**src/rtl/csr_cfg_master.sv**
```systemverilog
// Avalon-MM initiator that programs and read-back-verifies the ingress width-adjuster CSRs
// (scratch 0x0, control 0x4, thresholds 0x8) on a start pulse, with sticky done/error capture.
module csr_cfg_master #(
  parameter logic [31:0] SCRATCH_PATTERN = 32'hA5C3_5A3C,
  parameter int unsigned TIMEOUT         = 16
) (
  input  logic        clk,
  input  logic        reset_n,
  input  logic        start,
  input  logic        cfg_rx_pause_en,
  input  logic [15:0] cfg_rx_pause_threshold,
  input  logic [15:0] cfg_drop_threshold,
  output logic        busy,
  output logic        done,
  output logic        error,
  output logic [1:0]  err_code,
  output logic [3:0]  err_addr,
  output logic [31:0] err_rdata,
  output logic [3:0]  avm_address,
  output logic        avm_write,
  output logic        avm_read,
  output logic [31:0] avm_writedata,
  output logic [3:0]  avm_byteenable,
  input  logic        avm_waitrequest,
  input  logic [31:0] avm_readdata,
  input  logic        avm_readdatavalid
);
  typedef enum logic [2:0] {IDLE, CMD, RWAIT, DONE, ERR} state_t;

  localparam logic [2:0] LAST_STEP = 3'd5;
  localparam logic [7:0] WAIT_LAST = 8'(TIMEOUT - 1);

  state_t      state_q, state_d;
  logic [2:0]  step_q, step_d;
  logic [7:0]  wcnt_q, wcnt_d;
  logic        en_q, en_d;
  logic [15:0] pause_q, pause_d, drop_q, drop_d;
  logic        done_q, done_d, error_q, error_d;
  logic [1:0]  code_q, code_d;
  logic [3:0]  eaddr_q, eaddr_d;
  logic [31:0] erdata_q, erdata_d;

  // Per-step command; s_data is the write data for writes and the expected value for reads.
  logic [3:0]  s_addr;
  logic        s_read;
  logic [31:0] s_data;
  logic [3:0]  s_be;

  always_comb begin
    s_addr = 4'h0;
    s_read = 1'b0;
    s_data = SCRATCH_PATTERN;
    s_be   = 4'hF;
    case (step_q)
      3'd0: s_read = 1'b0;
      3'd1: s_read = 1'b1;
      3'd2: begin s_addr = 4'h4; s_data = {31'b0, en_q}; s_be = 4'h1; end
      3'd3: begin s_addr = 4'h8; s_data = {drop_q, pause_q}; end
      3'd4: begin s_addr = 4'h4; s_read = 1'b1; s_data = {31'b0, en_q}; end
      default: begin s_addr = 4'h8; s_read = 1'b1; s_data = {drop_q, pause_q}; end
    endcase
  end

  logic        adv, fail;
  logic [1:0]  fail_code;
  logic [31:0] fail_rdata;

  always_comb begin
    state_d    = state_q;
    step_d     = step_q;
    wcnt_d     = wcnt_q;
    en_d       = en_q;
    pause_d    = pause_q;
    drop_d     = drop_q;
    done_d     = done_q;
    error_d    = error_q;
    code_d     = code_q;
    eaddr_d    = eaddr_q;
    erdata_d   = erdata_q;
    adv        = 1'b0;
    fail       = 1'b0;
    fail_code  = 2'b00;
    fail_rdata = 32'h0;
    case (state_q)
      CMD: begin
        if (avm_readdatavalid) begin
          fail = 1'b1; fail_code = 2'b11;
        end else if (!avm_waitrequest) begin
          if (s_read) begin
            state_d = RWAIT;
            wcnt_d  = 8'd0;
          end else begin
            adv = 1'b1;
          end
        end
      end
      RWAIT: begin
        wcnt_d = wcnt_q + 8'd1;
        // A response in the last allowed cycle still counts as on time.
        if (avm_readdatavalid) begin
          if (avm_readdata == s_data) adv = 1'b1;
          else begin
            fail = 1'b1; fail_code = 2'b01; fail_rdata = avm_readdata;
          end
        end else if (wcnt_q == WAIT_LAST) begin
          fail = 1'b1; fail_code = 2'b10;
        end
      end
      default: begin
        if (start) begin
          state_d  = CMD;
          step_d   = 3'd0;
          en_d     = cfg_rx_pause_en;
          pause_d  = cfg_rx_pause_threshold;
          drop_d   = cfg_drop_threshold;
          done_d   = 1'b0;
          error_d  = 1'b0;
          code_d   = 2'b00;
          eaddr_d  = 4'h0;
          erdata_d = 32'h0;
        end
      end
    endcase
    if (adv) begin
      if (step_q == LAST_STEP) begin
        state_d = DONE;
        done_d  = 1'b1;
      end else begin
        state_d = CMD;
        step_d  = step_q + 3'd1;
      end
    end
    if (fail) begin
      state_d  = ERR;
      error_d  = 1'b1;
      code_d   = fail_code;
      eaddr_d  = s_addr;
      erdata_d = fail_rdata;
    end
  end

  always_ff @(posedge clk or negedge reset_n) begin
    if (!reset_n) begin
      state_q  <= IDLE;
      step_q   <= 3'd0;
      wcnt_q   <= 8'd0;
      en_q     <= 1'b0;
      pause_q  <= 16'h0;
      drop_q   <= 16'h0;
      done_q   <= 1'b0;
      error_q  <= 1'b0;
      code_q   <= 2'b00;
      eaddr_q  <= 4'h0;
      erdata_q <= 32'h0;
    end else begin
      state_q  <= state_d;
      step_q   <= step_d;
      wcnt_q   <= wcnt_d;
      en_q     <= en_d;
      pause_q  <= pause_d;
      drop_q   <= drop_d;
      done_q   <= done_d;
      error_q  <= error_d;
      code_q   <= code_d;
      eaddr_q  <= eaddr_d;
      erdata_q <= erdata_d;
    end
  end

  assign busy           = (state_q == CMD) || (state_q == RWAIT);
  assign done           = done_q;
  assign error          = error_q;
  assign err_code       = code_q;
  assign err_addr       = eaddr_q;
  assign err_rdata      = erdata_q;
  assign avm_write      = (state_q == CMD) && !s_read;
  assign avm_read       = (state_q == CMD) && s_read;
  assign avm_address    = (state_q == CMD) ? s_addr : 4'h0;
  assign avm_writedata  = avm_write ? s_data : 32'h0;
  assign avm_byteenable = (state_q == CMD) ? s_be : 4'h0;
endmodule

```
**config.mk**
```make
export PLATFORM = sky130hd
export DESIGN_NAME = csr_cfg_master
export DESIGN_NICKNAME = d
export VERILOG_FILES = /design/src/rtl/csr_cfg_master.sv
export SDC_FILE = /design/constraint.sdc
export NUM_CORES = 1
export LEC_CHECK = 0
export CAP_MARGIN = 20
export CORE_MARGIN = 10
export CORE_UTILIZATION = 25
export CTS_CLUSTER_DIAMETER = 60
export DETAILED_ROUTE_END_ITERATION = 6
export MAX_ROUTING_LAYER = met4
export PLACE_DENSITY = 0.59
export SETUP_SLACK_MARGIN = 0.4
export SLEW_MARGIN = 30
export SYNTH_ARGS = -nofsm -noshare
export SYNTH_HDL_FRONTEND = slang
export SYNTH_SLANG_ARGS = --single-unit
```
**constraint.sdc**
```tcl
create_clock -name clk -period 8.3 [get_ports clk]
set_input_delay 0.83 -clock clk [delete_from_list [all_inputs] [get_ports clk]]
set_output_delay 0.83 -clock clk [all_outputs]
set_load 0.03 [all_outputs]
```
Yosys cells after proc, flatten, opt, wreduce, memory -nomap -nowiden
Cells that the tools add are included.
{"block": "totals", "reg_bits": 87, "input_bits": 70, "output_inout_bits": 83}
{"block": "op_classes", "eq_ne": 17, "addsub": 2, "n_mux": 58, "n_reduce_logical": 15, "bitwise_logic": 1}
{"operator": "$mux W32", "n": 7}
{"operator": "$pmux W32 S2", "n": 1}
{"operator": "$eq A32 B32 Y1", "n": 1}
{"operator": "$mux W3", "n": 10}
{"operator": "$mux W4", "n": 6}
{"operator": "$mux W8", "n": 3}
{"operator": "$mux W1", "n": 18}
{"operator": "$pmux W8 S2", "n": 1}
{"operator": "$mux W2", "n": 7}
{"operator": "$ne A4 B4 Y1 const B", "n": 3}
{"operator": "$eq A3 B2 Y1 const B", "n": 3}
{"operator": "$add A8 B1 Y8 const B", "n": 1}
{"operator": "$eq A8 B4 Y1 const B", "n": 1}
{"operator": "$pmux W4 S2", "n": 1}
{"operator": "$eq A3 B1 Y1 const B", "n": 2}
{"operator": "$eq A3 B3 Y1 const B", "n": 2}
{"operator": "$ne A2 B2 Y1 const B", "n": 3}
{"operator": "$pmux W3 S2", "n": 1}
{"operator": "$reduce_or A2 Y1", "n": 3}
{"operator": "$reduce_and A5 Y1", "n": 1}
{"operator": "$pmux W1 S2", "n": 2}
{"operator": "$pmux W2 S2", "n": 1}
{"operator": "$reduce_and A2 Y1", "n": 2}
{"operator": "$reduce_and A4 Y1", "n": 1}
{"operator": "other kinds (10)", "n": 12}

Logic depth before layout (Yosys ltp)
Gate-level depths: netlist of run 1.
{"block": "logic_depth", "word_depth": 9, "depth_mapped": 15}

Least setup slack after synthesis of run 1
No wires, ideal clock.
{"block": "synth_timing", "kind": "reg2out", "from": "register step_q[0]", "to": "output avm_writedata[10]", "n_path_buf": 3, "t_required_ns": 7.470, "setup_slack_ns": 5.091, "arrival_time_ns": 2.379, "path_stages_with_launch": 9, "cell_sequence": "dfrtp_1 > inv_1 > ha_1 > buf_2 > o21bai_1 > buf_2 > nand2_1 > clkbuf_1 > nor3_1"}
{"block": "synth_via", "elab_chain_cells": 4, "word_cells_on_any_way": 11}
{"element": "start: declaration", "line_no": "34", "source": "logic [2:0] step_q, step_d;"}
{"element": "start signal: assignment", "line_no": "157", "source": "step_q <= step_d;"}
{"element": "$eq A3 B2 Y1 (tied with other cells)", "line_no": "54", "source": "case (step_q)"}
{"element": "$reduce_or A2 Y1 (no line) / $reduce_or A3 Y1 (equally long branches)"}
{"element": "$pmux W32 S2 / $logic_and A1 B1 Y1 (equally long branches)", "line_no": "54, 176"}
{"element": "$mux W32 *", "line_no": "179", "source": "assign avm_writedata = avm_write ? s_data : 32'h0;"}
{"element": "end: declaration", "line_no": "22", "source": "output logic [31:0] avm_writedata,"}
Mark *: on every way between the ends. The rest lies on a longest branch, timed or not.

Worst setup path in the final report of run 1
{"block": "layout_timing", "from": "register step_q[0]", "to": "register error_q (netlist: error)"}
{"block": "layout_via", "elab_chain_cells": 9, "word_cells_on_any_way": 15}
{"element": "$eq A3 B2 Y1 (tied with other cells)", "line_no": "54"}
{"element": "$reduce_or A2 Y1 (no line)"}
{"element": "$pmux W32 S2 *", "line_no": "54"}
{"element": "$eq A32 B32 Y1 *", "line_no": "101", "source": "if (avm_readdata == s_data) adv = 1'b1;"}
{"element": "$mux W1 *", "line_no": "101"}
{"element": "$mux W1 *", "line_no": "100", "source": "if (avm_readdatavalid) begin"}
{"element": "$pmux W1 S2 *", "line_no": "84", "source": "case (state_q)"}
{"element": "$ne A2 B1 Y1 (no line) / $reduce_bool A2 Y1 (equally long branches)"}
{"element": "$reduce_and A2 Y1 (no line)"}
{"element": "end signal: assignment", "line_no": "163", "source": "error_q <= error_d;"}
{"element": "end: declaration", "line_no": "38", "source": "logic done_q, done_d, error_q, error_d;"}
Marked as above.
A chain may end at the register's enable or synchronous reset.

==> impl_metrics.yaml, run 1 <==
global_routing:
  grt_overflow_total: 0
  grt_pass1_vias: 4428
  grt_max_degree: 74
  antenna_found_initial: 1
  grt_pass1_wl_mm: 26.16
  grt_usage_pct: 14.23
drt:
  route.vias.total: 4522
  drt_iter0_markers: 405
  wire_per_inst_um: 18.33
  antenna_left: 0
  drc_errors: 0
  finalWirelength_mm: 17.55
  via_per_inst: 4.725
  drt-pass1-iter-count: 5
clock_tree:
  clkTransAtPathRegs_ns: 0.06
  htreeDepth: 3
  clockBufferDepth: 2
  cts_resized: 0
  clockRootBuffer: "clkbuf_16"
  insertion_delay_ns: 0.35
  numCtsBuffers: 9
  holdBufCountCts: 0
  cts_setup_buffers: 0
  cts.sinks: 85
  cts_tree: "built"
power_and_ir_drop:
  power_density_nw_per_um2: 351.0
  power_leakage_nw: 2.985
  ir_drop_mv: 0.1662
outcome:
  outcome: "completed"
logic_synthesis:
  netlist_instances: 583
  ys.flop_type: "dfrtp_1"
  yosysSeqAreaShare_pct: 44.91
  synth-seq-cells: 85
  synth_edf_count: 0
  synth_warnings: 0
  syn_area_um2: 4736
  avgSynthCellArea_um2: 8.123
  yosysUniqueCellTypes: 61
  async_flop_share_pct: 100.0
critical_path:
  crit_arrival_ns: 4.82
  worstSetupPathType: "reg -> reg"
  start_kind: "flip-flop"
  critPathMaxFanout: 43
  cp-end-kind: "flip-flop"
  worst-endpoint-required_ns: 8.53
sta:
  finClkSkew_ns: 0.009298
  setup_viol: 0
  clock.fmax_mhz: 217.9
  worst_pin_slew_ns: 0.8376
  fin_setup_tns_ns: 0
  rsz0062_at_grt: "false"
  period_share_pct: 55.28
  timing.final.crit_period_ns: 4.589
  final_hold_viol_count: 0
  slew_headroom_pct: 44.16
  drv_slew: 0
final_layout:
  area_growth_pct: 42.77
  drive_above_1_share_pct: 5.132
  finalNonFillerCells: 957
  fin_util_pct: 36.27
  finalNetCount: 792
  fillers: 1935
die:
  initial_core_util_pct: 25.40
  core_um2: 18640
  num_io_pins: 153
  die_h_um: 157.6
  dieArea_um2: 24850
  die_width_um: 157.6
  rows: 50
placed_design:
  post-place-cells: 938
  dp_hpwl_mm: 13.70
  io_buffer_count: 148
  gp_congestion: 0.8708
hold_path:
  hp-class: "in -> async"
job:
  cap_violations: 0
power breakdown:
group          internal, mW  leakage (nW)  switching (mW)  total (mW)
registers             0.535          1.11           0.121       0.656
clock network         0.202         0.132           0.172       0.374
logic                 0.500          1.74           0.843        1.34
layout make-up:
type / instances / area [um2] / share of cell area, %
multi-input combinational: 416 / 2297 / 33.97
clock buffer: 10 / 229.0 / 3.386
sequential: 85 / 2127 / 31.46
antenna: 2 / 5.005 / 0.07402
tap: 234 / 292.8 / 4.330
timing repair buffer: 156 / 1590 / 23.52
inverter: 48 / 180.2 / 2.665
clock inverter: 6 / 40.04 / 0.5922
through the flow:
step	total power, mW	setup WS, ns	area, um2	hold slack, ns
floorplan	1.461	5.091	4747	0.4455
global placement	1.974	3.537	6404	0.4616
detailed placement	2.001	3.368	6459	0.4671
CTS	2.387	3.362	6728	0.3182
global route	2.543	3.296	6759	0.3209
finish	2.373	3.711	6761	0.3276
worst max-delay path, cell delays in order (launching register included):
cell	delay, ns
dfrtp_1	0.41
inv_1	0.08
ha_1	0.40
o21ba_1	0.50
or4_1	0.49
a21oi_1	0.16
a311oi_1	0.07
or4_1	0.61
o31ai_4	0.77
buf_4	0.49
nand2b_1	0.25
o21a_1	0.23
kinds of logic (layout without fill, tap and decap cells):
logic type	after synthesis	after routing	synth area share, %
other	1	6	0.07918
XOR/XNOR	10	10	1.850
AND/OR/NAND/NOR	253	253	24.41
adder cells (fa/ha/maj)	6	6	1.585
AO/OA/AOI/OAI	137	137	18.10
flip-flops	85	85	44.91
multiplexers	6	6	1.295
buffers and inverters	85	220	7.767
final timing paths:
kind,from,end,cells after the start,slack [ns]
max in group asynchronous,reset_n,pause_q[12]$_DFFE_PN0P_,2,7.05
max reg2reg,step_q[0]$_DFF_PN0_,error$_DFFE_PN0P_,11,3.71
min,reset_n,drop_q[9]$_DFFE_PN0P_,1,0.33
min reg2reg,pause_q[14]$_DFFE_PN0P_,pause_q[14]$_DFFE_PN0P_,2,0.48
max,step_q[0]$_DFF_PN0_,error$_DFFE_PN0P_,11,3.71
min in group clk,pause_q[14]$_DFFE_PN0P_,pause_q[14]$_DFFE_PN0P_,2,0.48
metal layers:
layer,track usage (%),wire (um),vias up
met5,-,0,-
met4,4.630,284,0
met3,4.640,1293,19
met2,20.55,7836,136
met1,18.41,8131,2101
li1,-,-,2266
cell usage after synthesis (4+ instances only):
library cell  count  share of area [%]
nand2_1         114                9.0
dfrtp_1          85                 45
inv_1            48                3.8
nor2_1           44                3.5
o21ai_0          43                4.5
nand3_1          41                4.3
a21oi_1          25                2.6
clkbuf_1         19                1.5
nor3_1           15                1.6
and2_1           11                1.5
buf_4            11                1.7
o21ai_1          11                1.2
xnor2_1           8                1.5
o22ai_1           7               0.92
a31oi_1           6               0.79
buf_2             6               0.63
ha_1              6                1.6
o211ai_1          6               0.95
mux2i_1           5                1.1
or3_1             5               0.66
a22oi_1           4               0.63
o21bai_1          4               0.63
layout by cell type (no fill, tap or decap), types with 3 or more instances in the layout:
cell,instances
clkdlybuf4s50_1,147
nand2_1,113
dfrtp_1,85
inv_1,48
o21ai_0,43
nor2_1,42
nand3_1,41
a21oi_1,25
nor3_1,15
and2_1,11
o21ai_1,11
clkbuf_16,9
xnor2_1,8
o22ai_1,7
o211ai_1,6
a31oi_1,6
ha_1,6
or3_1,5
buf_4,5
a22oi_1,4
mux2i_1,4
conb_1,4
o21bai_1,3
o31ai_1,3
a2bb2oi_1,3
o2111ai_1,3
nor4_1,3
clkinv_2,3
registers in the layout, indices dropped and copies added, names as in the netlist:
name       flops
pause_q       16
done           1
err_rdata     32
error          1
en_q           1
step_q         3
err_code       2
drop_q        16
wcnt_q         8
err_addr       2
state_q        3
No activity file was read; power rests on OpenSTA's default activity.
==> run 2: changes to the inputs <==
- clock period: 8.3 -> 4.8 ns (I/O delays scaled with it)
==> impl_metrics.yaml, run 2 (same netlist as run 1, synthesis figures left out) <==
placed_design:
  placed_area_um2: 6461
  gp_congestion: 0.8453
  io_buffer_count: 148
  dp_hpwl_mm: 13.77
drt:
  antenna_left: 0
  via_per_inst: 4.719
  finalWirelength_mm: 17.69
  drt_iter0_markers: 374
  drc_errors: 2
  drt-pass1-iter-count: 7
  route.vias.total: 4530
  wire_per_inst_um: 18.42
sta:
  setup_viol: 0
  timing.final.crit_period_ns: 3.952
  slew_headroom_pct: 55.40
  rsz0062_at_grt: "false"
  clock.fmax_mhz: 253.1
  final_hold_viol_count: 0
  hold_ws_ns: 0.1340
  period_share_pct: 82.32
  worst_pin_slew_ns: 0.6690
  finClkSkew_ns: 0.008565
  drv_slew: 0
  fin_setup_tns_ns: 0
hold_path:
  hp-class: "in -> async"
critical_path:
  worst-endpoint-required_ns: 4.32
  crit_end: "avm_writedata[7]"
  worstReg2RegEnd: "step_q[0]$_DFF_PN0_"
  regToRegStartpoint: "step_q[0]$_DFF_PN0_"
  r2r_setup_slack_ns: 1.12
  start_kind: "flip-flop"
  crit_arrival_ns: 3.47
  cp-end-kind: "output port"
  critPathMaxFanout: 25
  r2r_cells: 11
  worstSetupPathType: "reg -> out"
  cp-startpoint: "step_q[0]$_DFF_PN0_"
global_routing:
  grt_pass1_vias: 4598
  grt_overflow_total: 0
  grt_max_degree: 46
  antenna_found_initial: 3
  grt_pass1_wl_mm: 27.02
  grt_usage_pct: 14.60
clock_tree:
  cts_resized: 0
  clkTransAtPathRegs_ns: 0.06
  insertion_delay_ns: 0.34
  cts_tree: "built"
  numCtsBuffers: 9
  holdBufCountCts: 0
  clockRootBuffer: "clkbuf_16"
  cts.sinks: 85
  clockBufferDepth: 2
  cts_setup_buffers: 0
  htreeDepth: 3
power_and_ir_drop:
  power_leakage_nw: 2.991
  power_density_nw_per_um2: 610.9
  ir_drop_mv: 0.2925
die:
  die_h_um: 157.6
  core_um2: 18640
  dieArea_um2: 24850
  die_width_um: 157.6
  initial_core_util_pct: 25.40
  rows: 50
  num_io_pins: 153
outcome:
  violations: "design-rule violations"
  outcome: "finished with violations"
final_layout:
  largest_reg_flops: 32
  multi_input_area_um2: 2287
  fin_util_pct: 36.24
  area_growth_pct: 42.67
  mostFrequentLayoutCells: "147 x clkdlybuf4s50_1, 114 x nand2_1, 85 x dfrtp_1"
  drive_above_1_share_pct: 5.394
  fin_area_um2: 6756
  finalNetCount: 794
  fillers: 1942
  seqCellArea_um2: 2127
  mostFrequentLayoutCell: "clkdlybuf4s50_1"
job:
  cap_violations: 0
[run 2: changes by cell type in the layout (fill, tap and decap cells not counted)]
cell and delta:
buf_6 -1, clkbuf_8 +2, nand2_1 +1, nand2_2 -1
buf_16 -1, o21bai_2 +1, clkbuf_1 -1, o21bai_4 -1
diode_2 +1, buf_4 +5, clkinv_2 -1, buf_8 -1
[run 2: how the worst min path moves through the flow]
| stage | end | slack [ns] | from |
|---|---|---|---|
| 6_report | wcnt_q[1]$_DFFE_PN0P_ | 0.13 | reset_n |
| 3_5_place_dp | drop_q[0]$_DFFE_PN0P_ | 0.46 | drop_q[0]$_DFFE_PN0P_ |
| 5_1_grt | wcnt_q[6]$_DFFE_PN0P_ | 0.17 | reset_n |
| 2_1_floorplan | done$_DFF_PN0_ | 0.18 | reset_n |
| 4_1_cts | wcnt_q[6]$_DFFE_PN0P_ | 0.14 | reset_n |
| 3_3_place_gp | drop_q[0]$_DFFE_PN0P_ | 0.46 | drop_q[0]$_DFFE_PN0P_ |
[run 2: stage by stage]
| stage | setup WS [ns] | instances | total power, mW |
|---|---|---|---|
| global placement | 1.244 | 940 | 3.442 |
| floorplan | 1.724 | 586 | 2.527 |
| detailed placement | 1.172 | 941 | 3.474 |
| global route | 0.5776 | 960 | 4.410 |
| CTS | 0.8118 | 957 | 4.170 |
| finish | 0.8484 | 960 | 4.128 |
[run 2: per-layer routing]
layer	vias to the layer above	part of all wire, %	global-route usage (%)
met5	-	0	-
met3	21	7.3	4.315
li1	2275	-	-
met1	2107	47	18.83
met2	127	44	21.27
met4	0	2.1	5.209
[run 2: final cells by class]
class	count	area share, %
antenna	3	0.1111
timing repair buffer	158	23.30
multi-input combinational	416	33.85
clock buffer	11	3.741
clock inverter	5	0.5185
inverter	48	2.667
tap	234	4.333
sequential	85	31.48
[run 2: worst max-delay path, cell delays in order (launching register included)]
cell and delay, ns:
dfrtp_1 0.42, inv_1 0.08, ha_1 0.38, o21bai_2 0.19, buf_4 0.28, nand2_1 0.40, nor2_1 0.50, and2_1 0.20
clkdlybuf4s50_1 0.69
[run 2: power by group]
group          internal [mW]  switching [mW]  total, mW
registers              0.926           0.208       1.13
clock network          0.379           0.298      0.677
logic                  0.855            1.46       2.32
==> run 3: changes to the inputs <==
- PLACE_DENSITY: 0.59 -> 0.6
- clock period: 4.8 -> 3.33 ns (I/O delays scaled with it)
==> impl_metrics.yaml, run 3 (same netlist as run 1, synthesis figures left out) <==
placed_design:
  io_buffer_count: 148
  dp_hpwl_mm: 13.95
  gp_congestion: 0.8344
die:
  die_h_um: 157.6
  num_io_pins: 153
  dieArea_um2: 24850
  core_um2: 18640
  die_width_um: 157.6
  initial_core_util_pct: 25.40
  rows: 50
drt:
  wire_per_inst_um: 18.87
  drc_errors: 0
  via_per_inst: 4.788
  drt_iter0_markers: 400
  finalWirelength_mm: 18.83
  drt-pass1-iter-count: 5
  route.vias.total: 4778
  antenna_left: 0
hold_path:
  hp-class: "in -> async"
clock_tree:
  numCtsBuffers: 9
  insertion_delay_ns: 0.35
  clockRootBuffer: "clkbuf_16"
  clkTransAtPathRegs_ns: 0.06
  cts_tree: "built"
  htreeDepth: 3
  clockBufferDepth: 2
  cts.sinks: 85
critical_path:
  worstPathCellList: "buf_6 > ha_4 > mux2i_4 > buf_12 > buf_6 > nand2_1 > a21oi_2 > a311oi_2 > or4_4 > o31ai_4 > buf_6 > nand2b_4 > mux2i_1"
  worstReg2RegEnd: "err_addr[2]$_DFFE_PN0P_"
  critPathMaxFanout: 7
  start_kind: "flip-flop"
  cp_slowest_stage_delay_ns: 0.57
  regToRegStartpoint: "step_q[1]$_DFF_PN0_"
  path_common_cell: "buf_6"
  r2r_setup_slack_ns: 0.26
  slowest_stage: "or4_4"
  cp-end-kind: "flip-flop"
  worst-endpoint-required_ns: 3.58
  crit_arrival_ns: 3.31
  worstSetupPathType: "reg -> reg"
  r2r_cells: 13
sta:
  final_hold_viol_count: 0
  slew_headroom_pct: 55.70
  clock.fmax_mhz: 326.0
  setup_viol: 0
  rsz0062_at_grt: "true"
  fin_setup_tns_ns: 0
  worst_pin_slew_ns: 0.6594
  timing.final.crit_period_ns: 3.067
  drv_slew: 0
  period_share_pct: 92.11
  finClkSkew_ns: 0.007632
job:
  cap_violations: 0
power_and_ir_drop:
  sw_frac_of_total_pct: 46.38
  power.share.clock_pct: 16.7
  p_comb_share_pct: 57.9
  ir_drop_mv: 0.7150
  p_sw_mw: 3.021
  power_leakage_nw: 3.390
  fin_total_pwr_mw: 6.515
  p_int_mw: 3.494
  p_seq_share_pct: 25.4
  power_density_nw_per_um2: 878.7
global_routing:
  grt_pass1_wl_mm: 27.21
  grt_pass1_vias: 4505
  grt_usage_pct: 14.85
  grt_overflow_total: 0
  antenna_found_initial: 2
  grt_max_degree: 45
final_layout:
  area_growth_pct: 56.57
  largest_reg_flops: 32
  fillers: 1875
  mostFrequentLayoutCells: "113 x nand2_1, 113 x clkdlybuf4s50_1, 84 x dfrtp_1"
  drive_above_1_share_pct: 15.92
  finalNetCount: 831
outcome:
  outcome: "completed"
run 3: cell count changes in the layout (fill, tap and decap cells not counted), sizes merged, moves of 2 or more:
cell	change
clkinv	-2
buf	+53
dlygate4sd2	+9
clkdlybuf4s50	-34
clkbuf	+6
bufinv	+2
run 3: critical path: cells and delay by family, from the launching register on:
kind / cells / cell delay (ns)
compound gates: 3 / 0.49
mux: 2 / 0.52
flops: 1 / 0.42
simple gates: 3 / 0.74
fa+ha+maj: 1 / 0.17
buf+inv: 4 / 0.62
run 3: area by class of cell:
cell class                 instances  area, um2  area share (%)
antenna                            4      10.01          0.1350
clock buffer                      10      229.0           3.088
clock inverter                     6      86.33           1.164
inverter                          48      180.2           2.430
multi-input combinational        416       2445           32.97
sequential                        85       2128           28.70
tap                              234      292.8           3.949
timing repair buffer             195       2043           27.56
run 3: what timing repair did:
action	in CTS	in global routing
endpoints found under the setup margin	68	67
gates resized for setup	30	36
pin swaps	1	4
gates cloned	2	3
setup buffers	10	7
endpoints found under the hold margin	32	0
hold buffers	1	0
run 3: routing by layer:
metal / vias up / track usage (%) / share of wire (%)
li1: 2350 / - / -
met1: 2247 / 19.28 / 44
met2: 165 / 22.16 / 46
met3: 16 / 4.179 / 8.2
met4: 0 / 4.185 / 1.3
met5: - / - / 0
run 3: worst max-delay path by stage:
stage / startpoint / endpoint / slack (ns) / depth (start not counted)
2_1_floorplan: step_q[0]$_DFF_PN0_ / err_rdata[23]$_DFFE_PN0P_ / 0.41 / 13
3_3_place_gp: step_q[0]$_DFF_PN0_ / err_rdata[11]$_DFFE_PN0P_ / 0.16 / 11
3_5_place_dp: step_q[0]$_DFF_PN0_ / err_rdata[4]$_DFFE_PN0P_ / 0.11 / 11
4_1_cts: step_q[0]$_DFF_PN0_ / err_rdata[4]$_DFFE_PN0P_ / 0.33 / 12
5_1_grt: step_q[1]$_DFF_PN0_ / err_addr[2]$_DFFE_PN0P_ / 0.1 / 13
6_report: step_q[1]$_DFF_PN0_ / err_addr[2]$_DFFE_PN0P_ / 0.26 / 13
run 3: stage by stage:
step	std cells	setup slack, ns	utilization, %	hold slack (ns)	cell area (um2)
global placement	955	0.1629	35.82	0.3270	6678
CTS	984	0.3331	38.46	0.4839	7169
global route	996	0.09599	39.75	0.5045	7410
finish	998	0.2629	39.77	0.4733	7415
detailed placement	955	0.1144	35.82	0.3293	6678
floorplan	586	0.4135	-	0.03741	4801
run 3: power by group through the flow:
stage	logic (mW)	registers, mW	clock network, mW
4_1_cts	3.67	1.63	1.11
3_3_place_gp	3.61	1.64	0
3_5_place_dp	3.63	1.65	0
2_1_floorplan	2.05	1.63	0
6_report	3.77	1.65	1.09
5_1_grt	4.08	1.69	1.16
